## src/rtl/trigger_filter.sv

```systemverilog
// trigger_filter: conditions the raw hardware trigger line before trigger_delay.
// The line is synchronised with two flops, glitch-filtered with separate rise and
// fall widths, and turned into a one-clock pulse on the selected active edge.
// Accepted pulses are counted for register readback.
module trigger_filter #(
    parameter int FILTER_WIDTH   = 16,
    parameter int TRIG_CNT_WIDTH = 16
) (
    input  logic                      clk,
    input  logic                      reset,
    input  logic                      i_trigger_mode,
    input  logic                      i_trigger_activation,
    input  logic [FILTER_WIDTH-1:0]   iv_filter_rise,
    input  logic [FILTER_WIDTH-1:0]   iv_filter_fall,
    input  logic                      i_din,
    output logic                      o_level,
    output logic                      o_dout,
    output logic [TRIG_CNT_WIDTH-1:0] ov_trigger_cnt
);

    typedef enum logic [1:0] {
        ST_LOW      = 2'd0,
        ST_RISE_CHK = 2'd1,
        ST_HIGH     = 2'd2,
        ST_FALL_CHK = 2'd3
    } state_t;

    localparam logic [FILTER_WIDTH-1:0]   FCNT_ZERO = FILTER_WIDTH'(0);
    localparam logic [FILTER_WIDTH-1:0]   FCNT_ONE  = FILTER_WIDTH'(1);
    localparam logic [TRIG_CNT_WIDTH-1:0] TCNT_ZERO = TRIG_CNT_WIDTH'(0);
    localparam logic [TRIG_CNT_WIDTH-1:0] TCNT_ONE  = TRIG_CNT_WIDTH'(1);

    // Synchroniser and filter state
    logic                      din_ff1_q;
    logic                      din_sync_q;
    state_t                    state_q;
    logic [FILTER_WIDTH-1:0]   cnt_q;
    logic [FILTER_WIDTH-1:0]   filt_rise_q;
    logic [FILTER_WIDTH-1:0]   filt_fall_q;
    logic                      level_q;

    // Edge detection and pulse/count state
    logic                      level_prev_q;
    logic                      dout_q;
    logic                      dout_d;
    logic [TRIG_CNT_WIDTH-1:0] trig_cnt_q;
    logic [TRIG_CNT_WIDTH-1:0] trig_cnt_d;
    logic                      level_rose_s;
    logic                      level_fell_s;
    logic                      fire_s;

    // Two-flop synchroniser for the asynchronous trigger line.
    always_ff @(posedge clk) begin
        if (reset) begin
            din_ff1_q  <= 1'b0;
            din_sync_q <= 1'b0;
        end else begin
            din_ff1_q  <= i_din;
            din_sync_q <= din_ff1_q;
        end
    end

    // Glitch filter FSM. cnt_q counts consecutive sightings of the new level,
    // the sighting that starts a check counting as the first, so a level is
    // accepted once it has been seen filt+1 times in a row. Filter widths are
    // sampled only while idle so a check always runs with one consistent width.
    always_ff @(posedge clk) begin
        if (reset) begin
            state_q     <= ST_LOW;
            cnt_q       <= FCNT_ZERO;
            filt_rise_q <= FCNT_ZERO;
            filt_fall_q <= FCNT_ZERO;
            level_q     <= 1'b0;
        end else begin
            case (state_q)
                ST_LOW: begin
                    filt_rise_q <= iv_filter_rise;
                    filt_fall_q <= iv_filter_fall;
                    if (din_sync_q) begin
                        if (filt_rise_q == FCNT_ZERO) begin
                            state_q <= ST_HIGH;
                            level_q <= 1'b1;
                            cnt_q   <= FCNT_ZERO;
                        end else begin
                            state_q <= ST_RISE_CHK;
                            cnt_q   <= FCNT_ONE;
                        end
                    end else begin
                        cnt_q <= FCNT_ZERO;
                    end
                end
                ST_RISE_CHK: begin
                    if (!din_sync_q) begin
                        state_q <= ST_LOW;
                        cnt_q   <= FCNT_ZERO;
                    end else if (cnt_q == filt_rise_q) begin
                        state_q <= ST_HIGH;
                        level_q <= 1'b1;
                        cnt_q   <= FCNT_ZERO;
                    end else begin
                        cnt_q <= cnt_q + FCNT_ONE;
                    end
                end
                ST_HIGH: begin
                    filt_rise_q <= iv_filter_rise;
                    filt_fall_q <= iv_filter_fall;
                    if (!din_sync_q) begin
                        if (filt_fall_q == FCNT_ZERO) begin
                            state_q <= ST_LOW;
                            level_q <= 1'b0;
                            cnt_q   <= FCNT_ZERO;
                        end else begin
                            state_q <= ST_FALL_CHK;
                            cnt_q   <= FCNT_ONE;
                        end
                    end else begin
                        cnt_q <= FCNT_ZERO;
                    end
                end
                ST_FALL_CHK: begin
                    if (din_sync_q) begin
                        state_q <= ST_HIGH;
                        cnt_q   <= FCNT_ZERO;
                    end else if (cnt_q == filt_fall_q) begin
                        state_q <= ST_LOW;
                        level_q <= 1'b0;
                        cnt_q   <= FCNT_ZERO;
                    end else begin
                        cnt_q <= cnt_q + FCNT_ONE;
                    end
                end
                default: begin
                    state_q <= ST_LOW;
                    level_q <= 1'b0;
                    cnt_q   <= FCNT_ZERO;
                end
            endcase
        end
    end

    // Select the active edge of the filtered level and gate it with the mode.
    always_comb begin
        level_rose_s = level_q & ~level_prev_q;
        level_fell_s = ~level_q & level_prev_q;
        if (i_trigger_activation) begin
            fire_s = i_trigger_mode & level_fell_s;
        end else begin
            fire_s = i_trigger_mode & level_rose_s;
        end
        dout_d = fire_s;
        if (fire_s) begin
            trig_cnt_d = trig_cnt_q + TCNT_ONE;
        end else begin
            trig_cnt_d = trig_cnt_q;
        end
    end

    // Register the trigger pulse, the accepted-trigger count and the level history.
    always_ff @(posedge clk) begin
        if (reset) begin
            level_prev_q <= 1'b0;
            dout_q       <= 1'b0;
            trig_cnt_q   <= TCNT_ZERO;
        end else begin
            level_prev_q <= level_q;
            dout_q       <= dout_d;
            trig_cnt_q   <= trig_cnt_d;
        end
    end

    assign o_level        = level_q;
    assign o_dout         = dout_q;
    assign ov_trigger_cnt = trig_cnt_q;

endmodule

```

## config.mk

```make
export PLATFORM = sky130hd
export DESIGN_NAME = trigger_filter
export DESIGN_NICKNAME = d
export VERILOG_FILES = /design/src/rtl/trigger_filter.sv
export SDC_FILE = /design/constraint.sdc
export NUM_CORES = 1
export LEC_CHECK = 0
export CAP_MARGIN = 10
export CORE_ASPECT_RATIO = 1.1
export CORE_MARGIN = 3
export CORE_UTILIZATION = 55
export CTS_BUF_LIST = sky130_fd_sc_hd__clkbuf_16
export CTS_CLUSTER_SIZE = 20
export DETAILED_ROUTE_END_ITERATION = 16
export DONT_BUFFER_PORTS = 1
export PLACE_DENSITY = 0.69
export SLEW_MARGIN = 10
export SYNTH_ARGS = -nofsm -noshare
export SYNTH_HDL_FRONTEND = slang
export SYNTH_SLANG_ARGS = --single-unit
export TNS_END_PERCENT = 50
```

## constraint.sdc

```tcl
create_clock -name clk -period 3.6 [get_ports clk]
set_input_delay 0.36 -clock clk [delete_from_list [all_inputs] [get_ports clk]]
set_output_delay 0.36 -clock clk [all_outputs]
set_load 0.01 [all_outputs]
```

---- Yosys cells after proc, flatten, opt, wreduce, memory -nomap -nowiden ----
Cells that the tools add are included.
W data, S select, Z words.
word-level totals
  register bits ........................... 71
  output and inout port bits .............. 18
operators by class
  add/sub/neg operators ................... 2
  equal/unequal tests ..................... 15
  muxes and demuxes ....................... 28
  bitwise logic cells ..................... 6
  reductions and logical operators ........ 6
operator list
  cell                     count
  $mux W16                 6
  $pmux W16 S4             1
  $add A16 B1 Y16 const B  2
  $eq A16 B16 Y1           2
  $logic_not A16 Y1        2
  $mux W2                  8
  $ne A2 B2 Y1 const B     8
  $mux W1                  11
  $pmux W2 S4              1
  $reduce_and A8 Y1        1
  $ne A3 B3 Y1 const B     2
  $and A1 B1 Y1            4
  $eq A2 B2 Y1 const B     2
  $pmux W1 S4              1
  $reduce_and A4 Y1        1
  $eq A2 B1 Y1 const B     1
  $logic_not A2 Y1         1
  $not A1 Y1               2
  $reduce_or A2 Y1         1

---- Longest topological paths before layout ----
Gate-level depths: netlist of run 1.
  depth after elaboration ................. 4
  gate-level depth with buffers ........... 8

---- Worst setup path before layout of run 1 ----
Ideal clock, no wire load.
  path kind ............................... reg-to-reg
  from .................................... register cnt_q[5]
  to ...................................... register cnt_q[0]
  setup time .............................. 131 ps
  arrival time ............................ 1,491 ps
  slack ................................... 1,979 ps
  stages on the path, launching flop included .. 9
  path buffers ............................ 3
  cells stage by stage .................... dfxtp_1 buf_6 xnor2_2 nand4_1 o41ai_2 o22a_1 buf_6 buf_8 o22ai_1
on the way
  word-level cells in the longest chain between the ends .. 4
ends and longest elaborated chain
  item                                      RTL line  source
  start: declaration                        37        logic [FILTER_WIDTH-1:0] cnt_q;
  start signal: assignment                  101       cnt_q <= cnt_q + FCNT_ONE;
  start signal: assignment                  129       cnt_q <= cnt_q + FCNT_ONE;
  $eq A16 B16 Y1, on equally long branches  124, 96
  $mux W16, on equally long branches        124, 96
  $mux W16, on equally long branches        121, 93
  $pmux W16 S4 (*)                          75        case (state_q)
Mark *: on every way between the ends. The rest lies on a longest branch, timed or not.
A chain may end at the register's enable or synchronous reset.

---- Worst setup path after layout of run 1 ----
  from .................................... register state_q[0]
  to ...................................... register cnt_q[11]
on the way
  word-level cells in the longest chain between the ends .. 2
ends and longest elaborated chain
  item                                  RTL line  source
  start: declaration                    36        state_t state_q;
  start signal: assignment              69        state_q <= ST_LOW;
  start signal: assignment              81        state_q <= ST_HIGH;
  start signal: assignment              85        state_q <= ST_RISE_CHK;
  $eq A2 B2 Y1 (tied with other cells)  75
  $pmux W16 S4 (*)                      75
Marks and branches as above.

==> impl_metrics.ini, run 1 <==
[clock_network]
h-tree-depth = 3
cts_hold_buf = 0
insertion_delay_ps = 320
post_cts_resized = 0
postCtsSetupRepairBufs = 0
path_clk_slew_ps = 50
cts_tree = done
clock-sinks = 71
numCtsBuffers = 9
cts_buffer_depth = 2
root_buffer = clkbuf_16

[routing]
drt_iter0_markers = 152
vias = 2295
firstDrtPassIters = 4
viasPerCell = 5.530
drtAntennaViolNets = 0
wl_per_cell_um = 15.49
wl_mm = 6.427
drcViolationCount = 0

[floorplanning]
die_w_um = 79.61
core_region_area_mm2 = 0.005570
start_util_pct = 58.85
design.die.area_mm2 = 0.006924
ios = 55
die_h_um = 86.97
rows = 28

[power]
power_switching_share_pct = 21.02
power.density_mw_per_mm2 = 497.8
p_leak_nw = 1.133
p_clk_share_pct = 47.3
ir_drop_mv = 0.3258
internal-power_w = 0.001383
switchingPower_w = 0.0003680
power.total_w = 0.001751
comb_power_share_pct = 4.4
power.share.sequential_pct = 48.4

[placed_design]
gp_routability_congestion = 0.8824
portBuffers = 0
post-place-ws_ps = 1452
place_hpwl_mm = 4.560

[final_layout]
nFillCells = 469
finalCoreUtilization_pct = 63.14
drive_gt1_share_pct = 6.471
n_antenna_cell = 0
area_growth_pct = 7.290
fin_nets = 375

[timing]
hold_viol = 0
final.setup_skew_ps = 5.417
whs_ps = 106.5
post-route-worst-setup-slack_ps = 1447
period_share_pct = 59.80
slew_headroom_pct = 28.91
tightestPinTransition_ps = 1066
totalNegativeSetupSlack_ps = 0
max_freq_mhz = 464.5
rsz0062_at_grt = no
setup_viol = 0
min_period_ps = 2153
slew_violations = 0

[yosys]
ys.flop_type = dfxtp_1
avgSynthCellArea_um2 = 9.502
synthArstFlopShare_pct = 0
synth-seq-area-share_pct = 43.36
synth_area_leader_cell = dfxtp_1
syn_inst = 345
synth_area_leaders = dfxtp_1, xnor2_1, mux2i_1
yosys-top-cells-count = dfxtp_1, nor2_1, xnor2_1
syn_area_mm2 = 0.003278
synth.ff_latch_count = 71
yosysTopAreaCellShare_pct = 43.36
synth_warnings = 0
synth_edf_count = 0
synth_nets = 384
yosysMostFrequentCell = dfxtp_1
synthDistinctLibCells = 41

[worst_hold_path]
hold_path.class = in2reg

[setup_path]
r2r_slack_ps = 1450
worst_path_max_delay_cell = dfxtp_2
critPathKind = reg2reg
crit_buf_inv = 0
path_cells = o41ai_2 > o22a_1 > nor3_1
path_delay_family = flip-flops
cpPeakStageDelay_ps = 1030
crit_required_ps = 3830
cp_max_fo = 36
critPathLaunchType = flop
cp-end-kind = flop
cp.arrival_ps = 2390

[grt]
grt_antenna_before_repair = 0
grt_use_total_pct = 20.34
grt_max_degree = 74
grt_overflow = 0
grt_pass1_vias = 2314
grt_pass1_wl_mm = 10.97

[run]
maxCapViolCount = 0

[status]
status = complete, no violations
[worst reg2reg max path: cells and delay by family, from the launching register on]
family | cells | cell delay, ps
AOI/OAI and AO/OA | 2 | 770
DFF | 1 | 1030
and+or+nand+nor | 1 | 270
[layout make-up]
type | count | area [µm²] | share of cell area [%]
Tap cell | 75 | 93.84 | 2.668
Sequential cell | 71 | 1423 | 40.45
Clock buffer | 9 | 225.2 | 6.403
Inverter | 6 | 22.52 | 0.6403
Clock inverter | 6 | 55.05 | 1.565
Multi-Input combinational cell | 248 | 1698 | 48.27
[cells by family after synthesis]
logic type,share of synthesized area (%)
simple gates,19.70
flops,43.36
xor+xnor,15.95
mux,10.08
buf+inv,4.847
compound gates,5.306
fa+ha+maj,0.7632
[layer usage]
metal / part of all wire (%) / wire length [µm] / up-vias / GRT usage, %
li1: - / - / 1169 / -
met1: 43 / 2793 / 1056 / 23.98
met2: 48 / 3114 / 57 / 33.03
met3: 6.1 / 393 / 13 / 7.350
met4: 1.9 / 125 / 0 / 9.219
met5: 0 / 0 / - / 0
[per-stage QoR]
stage	cells	area, µm²
final	415	3517
after global routing	415	3517
after CTS	415	3517
after detailed placement	400	3237
after global placement	400	3237
after floorplan	345	3278
[placed cells by master (no fill, tap or decap), drive strengths merged, types with 2 or more instances in the layout]
cell / synthesis / routed
xor2: 11 / 11
nand3: 10 / 10
nand2: 10 / 10
clkbuf: 9 / 9
clkinv: 0 / 2
inv: 6 / 8
a21oi: 5 / 5
nor3b: 3 / 3
o21ai: 4 / 4
dfxtp: 71 / 71
ha: 2 / 2
nor4: 9 / 9
nor3: 20 / 20
or3: 3 / 3
xnor2: 47 / 47
o41ai: 2 / 2
and3: 3 / 3
nor2b: 3 / 3
o2111ai: 2 / 2
nand4: 12 / 12
mux2i: 33 / 33
nor2: 55 / 55
[sequential cells by signal, indices dropped and copies added (netlist names)]
register / count
cnt_q: 16
filt_fall_q: 16
filt_rise_q: 16
ov_trigger_cnt: 16
state_q: 2
din_ff1_q: 1
din_sync_q: 1
level_prev_q: 1
o_dout: 1
o_level: 1
[power by group through the flow]
stage | clock network (W) | logic, W | registers [W]
final | 0.000827 | 0.0000763 | 0.000847
after global routing | 0.000884 | 0.0000863 | 0.000851
after detailed placement | 0 | 0.0000768 | 0.000864
after CTS | 0.000846 | 0.0000776 | 0.000848
after floorplan | 0 | 0.0000845 | 0.000847
after global placement | 0 | 0.0000744 | 0.000864
[final timing paths]
kind / startpoint / endpoint / depth (start not counted)
min: reset / ov_trigger_cnt[11] / 1
max reg2reg: state_q[0] / cnt_q[11] / 3
min reg2reg: din_ff1_q / din_sync_q / 1
max: state_q[0] / cnt_q[11] / 3
Power figures use the tool's default switching activity.
==> run 2: changes to the inputs <==
==> constraint.sdc (replaced) <==
create_clock -name clk -period 2.1 [get_ports clk]
set_input_delay 0.21 -clock clk [delete_from_list [all_inputs] [get_ports clk]]
set_output_delay 0.21 -clock clk [all_outputs]
set_load 0.01 [all_outputs]
==> run 2 against run 1 <==
  * Power up 70%
  * Sequential power grew 71%
  * Register-to-register slack got worse by 1200 ps
  * Die area did not move
  * Core utilization up 0.90 points
  * Sequential share of layout area decreased by 0.57 points
  * Clock skew rose by 5.0 ps
  * Fmax is 14% higher
  * Via count rose by 3.4%
  * Critical path type unchanged
  * Largest cell class unchanged
==> impl_metrics.ini, run 2 (same netlist as run 1, synthesis figures left out) <==
[grt]
grt_antenna_before_repair = 0
grt_use_total_pct = 21.26
grt_overflow = 0
grt_pass1_wl_mm = 11.31
use_met2_pct = 34.85
use_met1_pct = 24.84
grt_max_degree = 71
use_met3_pct = 6.729
grt_busiest_layer = met2
grt_pass1_vias = 2351

[routing]
drt_iter0_markers = 168
viasPerCell = 5.634
vias = 2372
wl_per_cell_um = 16.19
firstDrtPassIters = 4
drcViolationCount = 0
wl_mm = 6.818
drtAntennaViolNets = 0

[clock_network]
cts_hold_buf = 1
cts_tree = done
numCtsBuffers = 9
insertion_delay_ps = 330
cts_buffer_depth = 2
root_buffer = clkbuf_16
post_cts_resized = 0
clock-sinks = 71
postCtsSetupRepairBufs = 0
path_clk_slew_ps = 60
h-tree-depth = 3

[placed_design]
gp_routability_congestion = 0.8422
portBuffers = 0
dp_cells = 404
place_hpwl_mm = 4.834

[power]
power.density_mw_per_mm2 = 833.8
ir_drop_mv = 0.5549
p_leak_nw = 1.145

[floorplanning]
die_h_um = 86.97
ios = 55
start_util_pct = 58.85
rows = 28
design.die.area_mm2 = 0.006924
core_region_area_mm2 = 0.005570
die_w_um = 79.61

[final_layout]
layout_common_cells = dfxtp_1, nor2_1, xnor2_1
fin_nets = 380
mostFrequentLayoutCell = dfxtp_1
area_growth_pct = 8.817
drive_gt1_share_pct = 8.092
n_antenna_cell = 0
nFillCells = 464
instances_no_fill = 421

[timing]
slew_headroom_pct = 60.77
min_period_ps = 1894
slew_violations = 0
max_freq_mhz = 527.9
totalNegativeSetupSlack_ps = 0
hold_viol = 0
final.setup_skew_ps = 10.38
rsz0062_at_grt = no
setup_viol = 0
tightestPinTransition_ps = 587.9
period_share_pct = 90.21

[setup_path]
cpPeakStageDelay_ps = 490
critPathKind = reg2reg
timing.rr.start = cnt_q[5]
crit_start = cnt_q[5]
cp.arrival_ps = 2100
path_cells = xnor2_2 > nand4_1 > o41ai_2 > o22a_1 > buf_4 > a21oi_1
worst_path_max_delay_cell = dfxtp_1
critPathLaunchType = flop
crit_buf_inv = 1
crit_required_ps = 2300
cp-end-kind = flop
cp_max_fo = 17
path_delay_family = compound AO/OA/AOI/OAI gates

[status]
status = complete, no violations

[run]
maxCapViolCount = 0

[worst_hold_path]
min_from = i_din
hold_path.class = in2reg
run 2: cell types whose count changed in the layout (fill, tap and decap cells not counted), moves of 2 or more:
cell / change
clkinvlp_4: +2
buf_4: +4
inv_1: -2
clkinv_2: -2
clkinv_1: +2
run 2: layout make-up:
type / instances / area (µm²) / area share, %
multi-input combinational: 248 / 1698 / 47.60
timing repair buffer: 5 / 57.56 / 1.613
clock inverter: 7 / 47.55 / 1.333
clock buffer: 9 / 225.2 / 6.314
sequential: 71 / 1423 / 39.88
tap: 75 / 93.84 / 2.631
inverter: 6 / 22.52 / 0.6314
run 2: path summary, 6_finish.rpt:
path / depth (start not counted) / endpoint / slack (ps)
worst max-delay path: 6 / state_q[0] / 210
worst min-delay path: 1 / din_ff1_q / 20
worst max register to register: 6 / state_q[0] / 210
worst min register to register: 1 / din_sync_q / 440
run 2: per-layer routing:
layer	wire (µm)	up-vias	share of wire, %
met1	2899	1112	43
met5	0	-	0
li1	-	1181	-
met4	110	0	1.6
met3	428	10	6.3
met2	3378	69	50
run 2: power breakdown:
part	total, W	internal [W]	switching [W]	leakage, nW
logic	0.000167	0.0000864	0.0000808	0.441
clock network	0.00136	0.000795	0.000567	0.123
registers	0.00145	0.00139	0.0000533	0.582
run 2: through the flow:
step	hold slack [ps]	instance area [µm²]	utilization [%]	total power (W)	worst slack [ps]
5_1_grt	18.03	3567	64.04	0.003082	115.2
3_5_place_dp	285.4	3267	58.65	0.001618	204.8
6_report	22.12	3567	64.04	0.002974	205.6
4_1_cts	15.35	3567	64.04	0.003006	196.7
3_3_place_gp	279.4	3267	58.65	0.001613	281.6
2_1_floorplan	338.2	3278	-	0.001597	478.8
